$ cat src/rtl/alu_control_pipe.sv
// alu_control_pipe
//   Registered, handshaked ALU control decoder. It sits between the decode
//   stage and the ALU in the multicycle datapath. It maps the function field
//   plus the main-decoder ALU op to an ALU control code. It holds the result
//   in a one-entry output register. MUL-class requests spend MUL_CYCLES busy
//   cycles before their control code is presented.
//
//   Optional feature macro: ALU_CTRL_PERF_CNT_EN
//     When defined, adds op_count / illegal_count performance counters.
//
// Handshake (both sides): a transfer happens on a rising clock edge where
// valid and ready are both high. The producer holds valid and payload stable
// until that edge, and ready may depend combinationally on the consumer's
// ready. Input side: in_valid/in_ready. Output side: out_valid/out_ready.
//
// Ports:
//   clk, rst_n        clock (rising edge), asynchronous active-low reset
//   in_valid          request valid
//   in_ready          block can accept a request this cycle
//   funct             function field (only low 6 bits decoded)
//   aluop             ALU op from the main decoder
//   out_valid         ctrl/multi/illegal are valid
//   out_ready         ALU consumes ctrl
//   ctrl              ALU control code
//   multi             current ctrl is a multi-cycle op
//   illegal           current ctrl came from an undefined funct
//   busy              multi-cycle countdown active
//   op_count          (perf) accepted requests, wraps
//   illegal_count     (perf) accepted illegal requests, wraps
//   state_dbg         FSM state (0 IDLE, 1 WAIT, 2 OUT) for observation
module alu_control_pipe #(
  parameter int              FUNCT_W    = 6,
  parameter int              OP_W       = 3,
  parameter int              CTRL_W     = 3,
  parameter logic [OP_W-1:0] RTYPE_OP   = 3'b111,
  parameter int              MUL_CYCLES = 4
) (
  input  logic               clk,
  input  logic               rst_n,
  input  logic               in_valid,
  output logic               in_ready,
  input  logic [FUNCT_W-1:0] funct,
  input  logic [OP_W-1:0]    aluop,
  output logic               out_valid,
  input  logic               out_ready,
  output logic [CTRL_W-1:0]  ctrl,
  output logic               multi,
  output logic               illegal,
  output logic               busy,
`ifdef ALU_CTRL_PERF_CNT_EN
  output logic [15:0]        op_count,
  output logic [15:0]        illegal_count,
`endif
  output logic [1:0]         state_dbg
);

  localparam int CNT_W = $clog2(MUL_CYCLES + 1);

  typedef enum logic [1:0] {
    S_IDLE = 2'd0,
    S_WAIT = 2'd1,
    S_OUT  = 2'd2
  } state_t;

  state_t           state_q, state_d;
  logic [CNT_W-1:0] cnt_q, cnt_d;

  logic              accept;
  logic [CTRL_W-1:0] dec_ctrl;
  logic              dec_multi;
  logic              dec_illegal;
  logic [2:0]        code;
  logic              funct_hi_zero;

  assign state_dbg = state_q;
  assign accept    = in_valid & in_ready;

  // Upper funct bits beyond the decoded six must be zero for a legal R-type.
  assign funct_hi_zero = ((funct >> 6) == '0);

  // Combinational decode of the incoming request.
  always_comb begin
    code        = 3'b000;
    dec_multi   = 1'b0;
    dec_illegal = 1'b0;
    dec_ctrl    = '0;
    if (aluop == RTYPE_OP) begin
      if (!funct_hi_zero) begin
        dec_illegal = 1'b1;
      end else begin
        case (funct[5:0])
          6'b000010: code = 3'b101;
          6'b000011: code = 3'b110;
          6'b000100: code = 3'b000;
          6'b000101: code = 3'b001;
          6'b000111: code = 3'b100;
          6'b011000: begin
            code      = 3'b111;
            dec_multi = 1'b1;
          end
          default: dec_illegal = 1'b1;
        endcase
      end
      dec_ctrl = CTRL_W'(code);
    end else begin
      dec_ctrl = CTRL_W'(aluop);
    end
  end

  // State register.
  always_ff @(posedge clk or negedge rst_n) begin
    if (!rst_n) begin
      state_q <= S_IDLE;
      cnt_q   <= '0;
    end else begin
      state_q <= state_d;
      cnt_q   <= cnt_d;
    end
  end

  // Next-state logic. An accept in OUT (with out_ready) reloads directly so
  // single-cycle ops stream back-to-back without a bubble.
  always_comb begin
    state_d = state_q;
    cnt_d   = cnt_q;
    case (state_q)
      S_IDLE: begin
        if (accept) begin
          state_d = dec_multi ? S_WAIT : S_OUT;
          cnt_d   = dec_multi ? CNT_W'(MUL_CYCLES - 1) : '0;
        end
      end
      S_WAIT: begin
        if (cnt_q == '0) begin
          state_d = S_OUT;
        end else begin
          cnt_d = cnt_q - 1'b1;
        end
      end
      S_OUT: begin
        if (out_ready) begin
          if (accept) begin
            state_d = dec_multi ? S_WAIT : S_OUT;
            cnt_d   = dec_multi ? CNT_W'(MUL_CYCLES - 1) : '0;
          end else begin
            state_d = S_IDLE;
          end
        end
      end
      default: begin
        state_d = S_IDLE;
        cnt_d   = '0;
      end
    endcase
  end

  // Outputs derived from state.
  always_comb begin
    in_ready  = 1'b0;
    out_valid = 1'b0;
    busy      = 1'b0;
    case (state_q)
      S_IDLE: in_ready = 1'b1;
      S_WAIT: busy = 1'b1;
      S_OUT: begin
        out_valid = 1'b1;
        in_ready  = out_ready;
      end
      default: ;
    endcase
  end

  // Payload register: captured at accept, held through WAIT and OUT.
  always_ff @(posedge clk or negedge rst_n) begin
    if (!rst_n) begin
      ctrl    <= '0;
      multi   <= 1'b0;
      illegal <= 1'b0;
    end else if (accept) begin
      ctrl    <= dec_ctrl;
      multi   <= dec_multi;
      illegal <= dec_illegal;
    end
  end

`ifdef ALU_CTRL_PERF_CNT_EN
  always_ff @(posedge clk or negedge rst_n) begin
    if (!rst_n) begin
      op_count      <= '0;
      illegal_count <= '0;
    end else if (accept) begin
      op_count <= op_count + 16'd1;
      if (dec_illegal) begin
        illegal_count <= illegal_count + 16'd1;
      end
    end
  end
`endif

endmodule
$ cat config.mk
export PLATFORM = sky130hd
export DESIGN_NAME = alu_control_pipe
export DESIGN_NICKNAME = d
export VERILOG_FILES = /design/src/rtl/alu_control_pipe.sv
export SDC_FILE = /design/constraint.sdc
export NUM_CORES = 1
export LEC_CHECK = 0
export BUFFER_PORTS_ARGS = -buffer_cell sky130_fd_sc_hd__buf_2
export CORE_MARGIN = 1
export CORE_UTILIZATION = 35
export CTS_CLUSTER_DIAMETER = 50
export DETAILED_ROUTE_END_ITERATION = 7
export GPL_ROUTABILITY_DRIVEN = 0
export GPL_TIMING_DRIVEN = 1
export HOLD_SLACK_MARGIN = 0.03
export PLACE_DENSITY = 0.61
export SLEW_MARGIN = 15
export SYNTH_ARGS = -nofsm -noshare
export SYNTH_HDL_FRONTEND = slang
export SYNTH_SLANG_ARGS = --single-unit
$ cat constraint.sdc
create_clock -name clk -period 1.35 [get_ports clk]
set_input_delay 0.2025 -clock clk [delete_from_list [all_inputs] [get_ports clk]]
set_output_delay 0.2025 -clock clk [all_outputs]
set_load 0.02 [all_outputs]
# Word-level counts from Yosys, hierarchy flattened
# Index checks and enable logic that the tools add are counted.
# Widths: inputs -> output; s select.
[word_totals]
reg_bits = 10
latch_bits = 0
ramBits = 0
mem_bits_ro = 0
out_inout_bits = 10
wordCells = 45
mem_count = 0
[op_classes]
add_sub_neg = 1
n_mul = 0
n_div = 0
n_lt_le_gt_ge = 0
n_eq_ne = 13
shift = 0
muxes = 20
bitwise = 1
n_reduce_logical = 5
[ops]
columns = ["op", "n"]
rows = [
  ["$eq 6x3->1 const B", 3],
  ["$pmux 3 s5", 1],
  ["$eq 6x2->1 const B", 2],
  ["$mux 2", 6],
  ["$mux 3", 4],
  ["$pmux 3 s3", 1],
  ["$ne 2x2->1 const B", 4],
  ["$eq 6x5->1 const B", 1],
  ["$mux 1", 6],
  ["$pmux 2 s3", 1],
  ["$reduce_or 6->1", 1],
  ["$eq 3x3->1 const B", 1],
  ["$logic_not 3->1", 1],
  ["$reduce_and 3->1", 1],
  ["$sub 3x1->3 const B", 1],
  ["$eq 2x1->1 const B", 1],
  ["$eq 2x2->1 const B", 1],
  ["$logic_not 2->1", 1],
  ["$pmux 1 s2", 1],
  ["$reduce_and 2->1", 1],
  ["$and 1x1->1", 1],
]

# Longest topological paths before layout
[depth]
word_depth = 7
mapped_depth = 6
ltp_nobuf = 6

# Least setup slack after synthesis
# OpenSTA, ideal clock, no wires.
[synth_timing]
path_type = "flip-flop to flip-flop"
from = "register cnt_q[0]"
to = "register cnt_q[0]"
arrival_ps = 1327
setup_slack_ps = -101
stages_incl_launch_ff = 7
cell_sequence = "dfrtp_1 inv_1 ha_1 nor2b_1 nor2b_2 nor2_1 mux2_2"
[synth_between]
elab_chain_cells = 3
elab_cells_between_ends = 8
classes_between = "add/sub (1); eq/ne (1); mux (4); reduce/logical (2)"
[synth_lines]
columns = ["item", "line_no", "source"]
rows = [
  ["from (decl)", "66", "logic [CNT_W-1:0] cnt_q, cnt_d;"],
  ["from (signal assigned)", "117", "cnt_q <= cnt_d;"],
  ["$sub 3x1->3 (tied with other cells)", "137", "cnt_d = cnt_q - 1'b1;"],
  ["$mux 3 (tied with other cells)", "134", "if (cnt_q == '0) begin"],
  ["$pmux 3 s3 / $reduce_and 2->1 (equally long branches)", "n/a", ""],
]
# Several ways; a longest one is shown, not always the timed one. The select of a mux whose other input is x is not followed.
# A chain may end at the register's enable or synchronous reset.

# Worst setup path after layout
[layout_timing]
from = "register cnt_q[0]"
to = "register cnt_q[1]"
[layout_between]
elab_chain_cells = 3
elab_cells_between_ends = 6
classes_between = "add/sub (1); eq/ne (1); mux (2); reduce/logical (2)"
[layout_lines]
columns = ["item", "line_no"]
rows = [
  ["$sub 3x1->3 / $logic_not 3->1 (equally long branches)", "137, 134"],
  ["$mux 3 / $ne 2x2->1 (equally long branches)", "n/a"],
  ["$pmux 3 s3 / $reduce_and 2->1 (equally long branches)", "n/a"],
]
# Several ways; a longest one is shown, not always the timed one. The select of a mux whose other input is x is not followed.

==> results.sh <==
export IMPL_status="complete, but fails checks"
export IMPL_violations="setup timing"
export IMPL_p_int_mw=0.5184
export IMPL_grt_pass1_vias=597
export IMPL_cts_root_buf="clkbuf_4"
export IMPL_dieArea_mm2=0.002058
export IMPL_clockBufferDepth=2
export IMPL_p_per_area_mw_per_mm2=783.3
export IMPL_min_path_type="input port to register"
export IMPL_grt_overflow=0
export IMPL_diodes=0
export IMPL_syn_area_um2=658.1
export IMPL_p_seq_share_pct=44.7
export IMPL_worstPathRequired_ps=1500
export IMPL_r2r_cells=6
export IMPL_grt_pass1_wl_um=2477
export IMPL_die_x_um=45.37
export IMPL_max_freq_mhz=726.0
export IMPL_fp_dieH_um=45.37
export IMPL_io_pins=23
export IMPL_total_power_mw=0.7439
export IMPL_syn2layout_area_growth_pct=44.30
export IMPL_insertion_delay_ps=260
export IMPL_rsz0062_at_grt="yes"
export IMPL_synth_cell_type_count=34
export IMPL_hold_viol=0
export IMPL_clkPwrFrac_pct=29.4
export IMPL_firstDrtPassIters=4
export IMPL_finalMaxSlewViolations=0
export IMPL_r2r_end="cnt_q[1]"
export IMPL_critical_path_class="register to register"
export IMPL_rows=15
export IMPL_dr_first_iter_drc_count=11
export IMPL_routedWlPerCell_um=12.65
export IMPL_r2r_start="cnt_q[0]"
export IMPL_endpoint_kind="register"
export IMPL_synth_common_cells="10 x dfrtp_1, 7 x nand2_1, 5 x nor2_1"
export IMPL_switching_power_mw=0.2254
export IMPL_cts_tree="done"
export IMPL_r2r_slack_ps=-30
export IMPL_grt_max_degree=11
export IMPL_drv_cap=0
export IMPL_cp_max_fo=2
export IMPL_ys_flop_type="dfrtp_1"
export IMPL_via_per_inst=4.891
export IMPL_synth_edff_count=0
export IMPL_timing_slew_headroom_pct=80.62
export IMPL_avgSynthCellArea_um2=9.538
export IMPL_start_util_pct=37.71
export IMPL_drive_gt1_share_pct=50.00
export IMPL_comb_power_share_pct=25.8
export IMPL_min_delay_start="aluop[2]"
export IMPL_route_detailed_drc=0
export IMPL_async_flop_share_pct=100.0
export IMPL_ys_seq_elements=10
export IMPL_port_buffers=22
export IMPL_core_mm2=0.001745
export IMPL_postRouteAntennaNets=0
export IMPL_ys_seq_area_share_pct=38.02
export IMPL_drt_wl_total_um=1632
export IMPL_min_path_cells=3
export IMPL_htreeDepth=1
export IMPL_stdcell_count=129
export IMPL_worst_pin_slew_ps=287.0
export IMPL_cts_buffers=3
export IMPL_hpwlAfterDp_um=1225
export IMPL_fin_crit_ps=1378
export IMPL_synth_area_leader_cell="dfrtp_1"
export IMPL_cts_sinks=10
export IMPL_cts_reportedPaths_clkPinSlew_ps=70
export IMPL_synth_area_top_cells="dfrtp_1 38%, mux2_2 5.1%, nand2_1 4.0%, ha_1 3.8%, o22ai_1 3.8%"
export IMPL_p_leak_nw=0.4621
export IMPL_worst_ep_arrival_time_ps=1530
export IMPL_vdd_ir_drop_max_mv=0.4298
export IMPL_synth_cells=69
export IMPL_antenna_found_initial=0
export IMPL_swShare_pct=30.31
export IMPL_min_to="ctrl[2]"
export IMPL_yosys_warnings=0
export IMPL_num_vias=631
export IMPL_synth_most_common_cell="dfrtp_1"
export IMPL_synth_top_cell_area_share_pct=38.02
export IMPL_grt_usage_pct=17.58
export IMPL_cp_start_kind="register"
export IMPL_fin_nets=120
export IMPL_fin_skew_ps=9.945
export IMPL_synth_nets=84
export IMPL_layout_setup_ws_ps=-27.50
export IMPL_setup_violations=2
export IMPL_period_share_pct=102.0
export IMPL_place_inst=118
export IMPL_fillers=173
==> worst max-delay path: stages, from the launching register on <==
cell     delay (ps)
dfrtp_1         400
inv_2            80
ha_4            120
nor2b_4         140
nor2b_4         170
nor2_4           50
mux2_4          300
==> how the worst max path moves through the flow <==
stage	start	to	slack, ps	cells after the start
floorplan	cnt_q[0]	cnt_q[0]	10	6
global placement	cnt_q[1]	cnt_q[0]	-3	6
detailed placement	cnt_q[0]	cnt_q[1]	-60	6
CTS	cnt_q[0]	cnt_q[1]	-20	6
global route	cnt_q[1]	cnt_q[0]	-50	6
finish	cnt_q[0]	cnt_q[1]	-30	6
==> layer usage <==
metal  vias to the layer above  GRT usage, %  share of wire, %  wire length [um]
met5                         -             0                 0                 0
li1                        323             -                 -                 -
met4                         0         7.273              0.86                14
met2                        18         29.28                46               758
met3                         2         3.600               3.2                53
met1                       288         21.98                49               805
==> cells in the final DEF (no fill, tap or decap), drive strengths merged <==
cell type | synthesis | routed
o21ai | 6 | 6
buf | 1 | 31
nor2 | 5 | 5
xnor2 | 1 | 1
nand3b | 1 | 1
o41ai | 1 | 1
and3b | 1 | 1
o22ai | 4 | 4
inv | 3 | 3
dlygate4sd3 | 0 | 1
ha | 2 | 2
nand4b | 1 | 1
o22a | 1 | 1
a41oi | 1 | 1
nand4 | 1 | 1
dfrtp | 10 | 10
nor3b | 2 | 2
clkbuf | 0 | 4
nand3 | 4 | 4
nor2b | 4 | 4
and3 | 1 | 1
nor3 | 1 | 1
a21oi | 2 | 2
nand2 | 7 | 7
o2111a | 1 | 1
mux2 | 3 | 3
and2b | 1 | 1
nand2b | 3 | 3
a21boi | 1 | 1
==> power groups by stage <==
| stage | Combinational, mW | Sequential (mW) | Clock [mW] |
|---|---|---|---|
| 4_1_cts | 0.187 | 0.333 | 0.228 |
| 5_1_grt | 0.208 | 0.336 | 0.240 |
| 3_5_place_dp | 0.181 | 0.339 | 0 |
| 2_1_floorplan | 0.0798 | 0.364 | 0 |
| 3_3_place_gp | 0.179 | 0.338 | 0 |
| 6_report | 0.192 | 0.333 | 0.219 |
==> layout make-up <==
class	count	area [um2]	area share (%)
Clock buffer	4	26.28	2.767
Inverter	3	11.26	1.186
Multi-Input combinational cell	55	437.9	46.11
Sequential cell	10	252.7	26.61
Tap cell	25	31.28	3.294
Timing Repair Buffer	32	190.2	20.03
==> metrics by stage <==
stage	setup WS, ps	util (%)	hold slack, ps	instance area, um2	TNS, ps
2_1_floorplan	10.88	-	-93.09	686.9	0
3_3_place_gp	-3.173	48.10	75.43	839.6	-5.797
3_5_place_dp	-60.60	48.10	83.08	839.6	-120.7
4_1_cts	-23.25	53.12	201.1	927.1	-45.96
5_1_grt	-54.86	54.41	207.8	949.7	-110.9
6_report	-27.50	54.41	215.0	949.7	-53.93
==> state kept, by name (all words and copies together), names as in the netlist <==
signal and flops:
state_dbg 2, multi 1, cnt_q 3, illegal 1, ctrl 3
==> cell families (layout without fill, tap and decap cells) <==
group | count (synthesis) | after routing | share of synthesized area [%]
flip-flops | 10 | 10 | 38.02
XOR/XNOR | 1 | 1 | 1.331
adder cells (fa/ha/maj) | 2 | 2 | 3.802
buffers and inverters | 4 | 39 | 3.422
multiplexers | 3 | 3 | 5.133
AO/OA/AOI/OAI | 17 | 17 | 17.87
AND/OR/NAND/NOR | 32 | 32 | 30.42
==> timing repair <==
| item | in CTS | in global routing |
|---|---|---|
| gates resized for setup | 7 | 2 |
| hold buffers | 1 | 0 |
| setup endpoints to repair | 5 | 5 |
| buffers inserted | 4 | 2 |
| endpoints found under the hold margin | 10 | 0 |
| pin swaps | 2 | 1 |
Power figures use the tool's default switching activity.
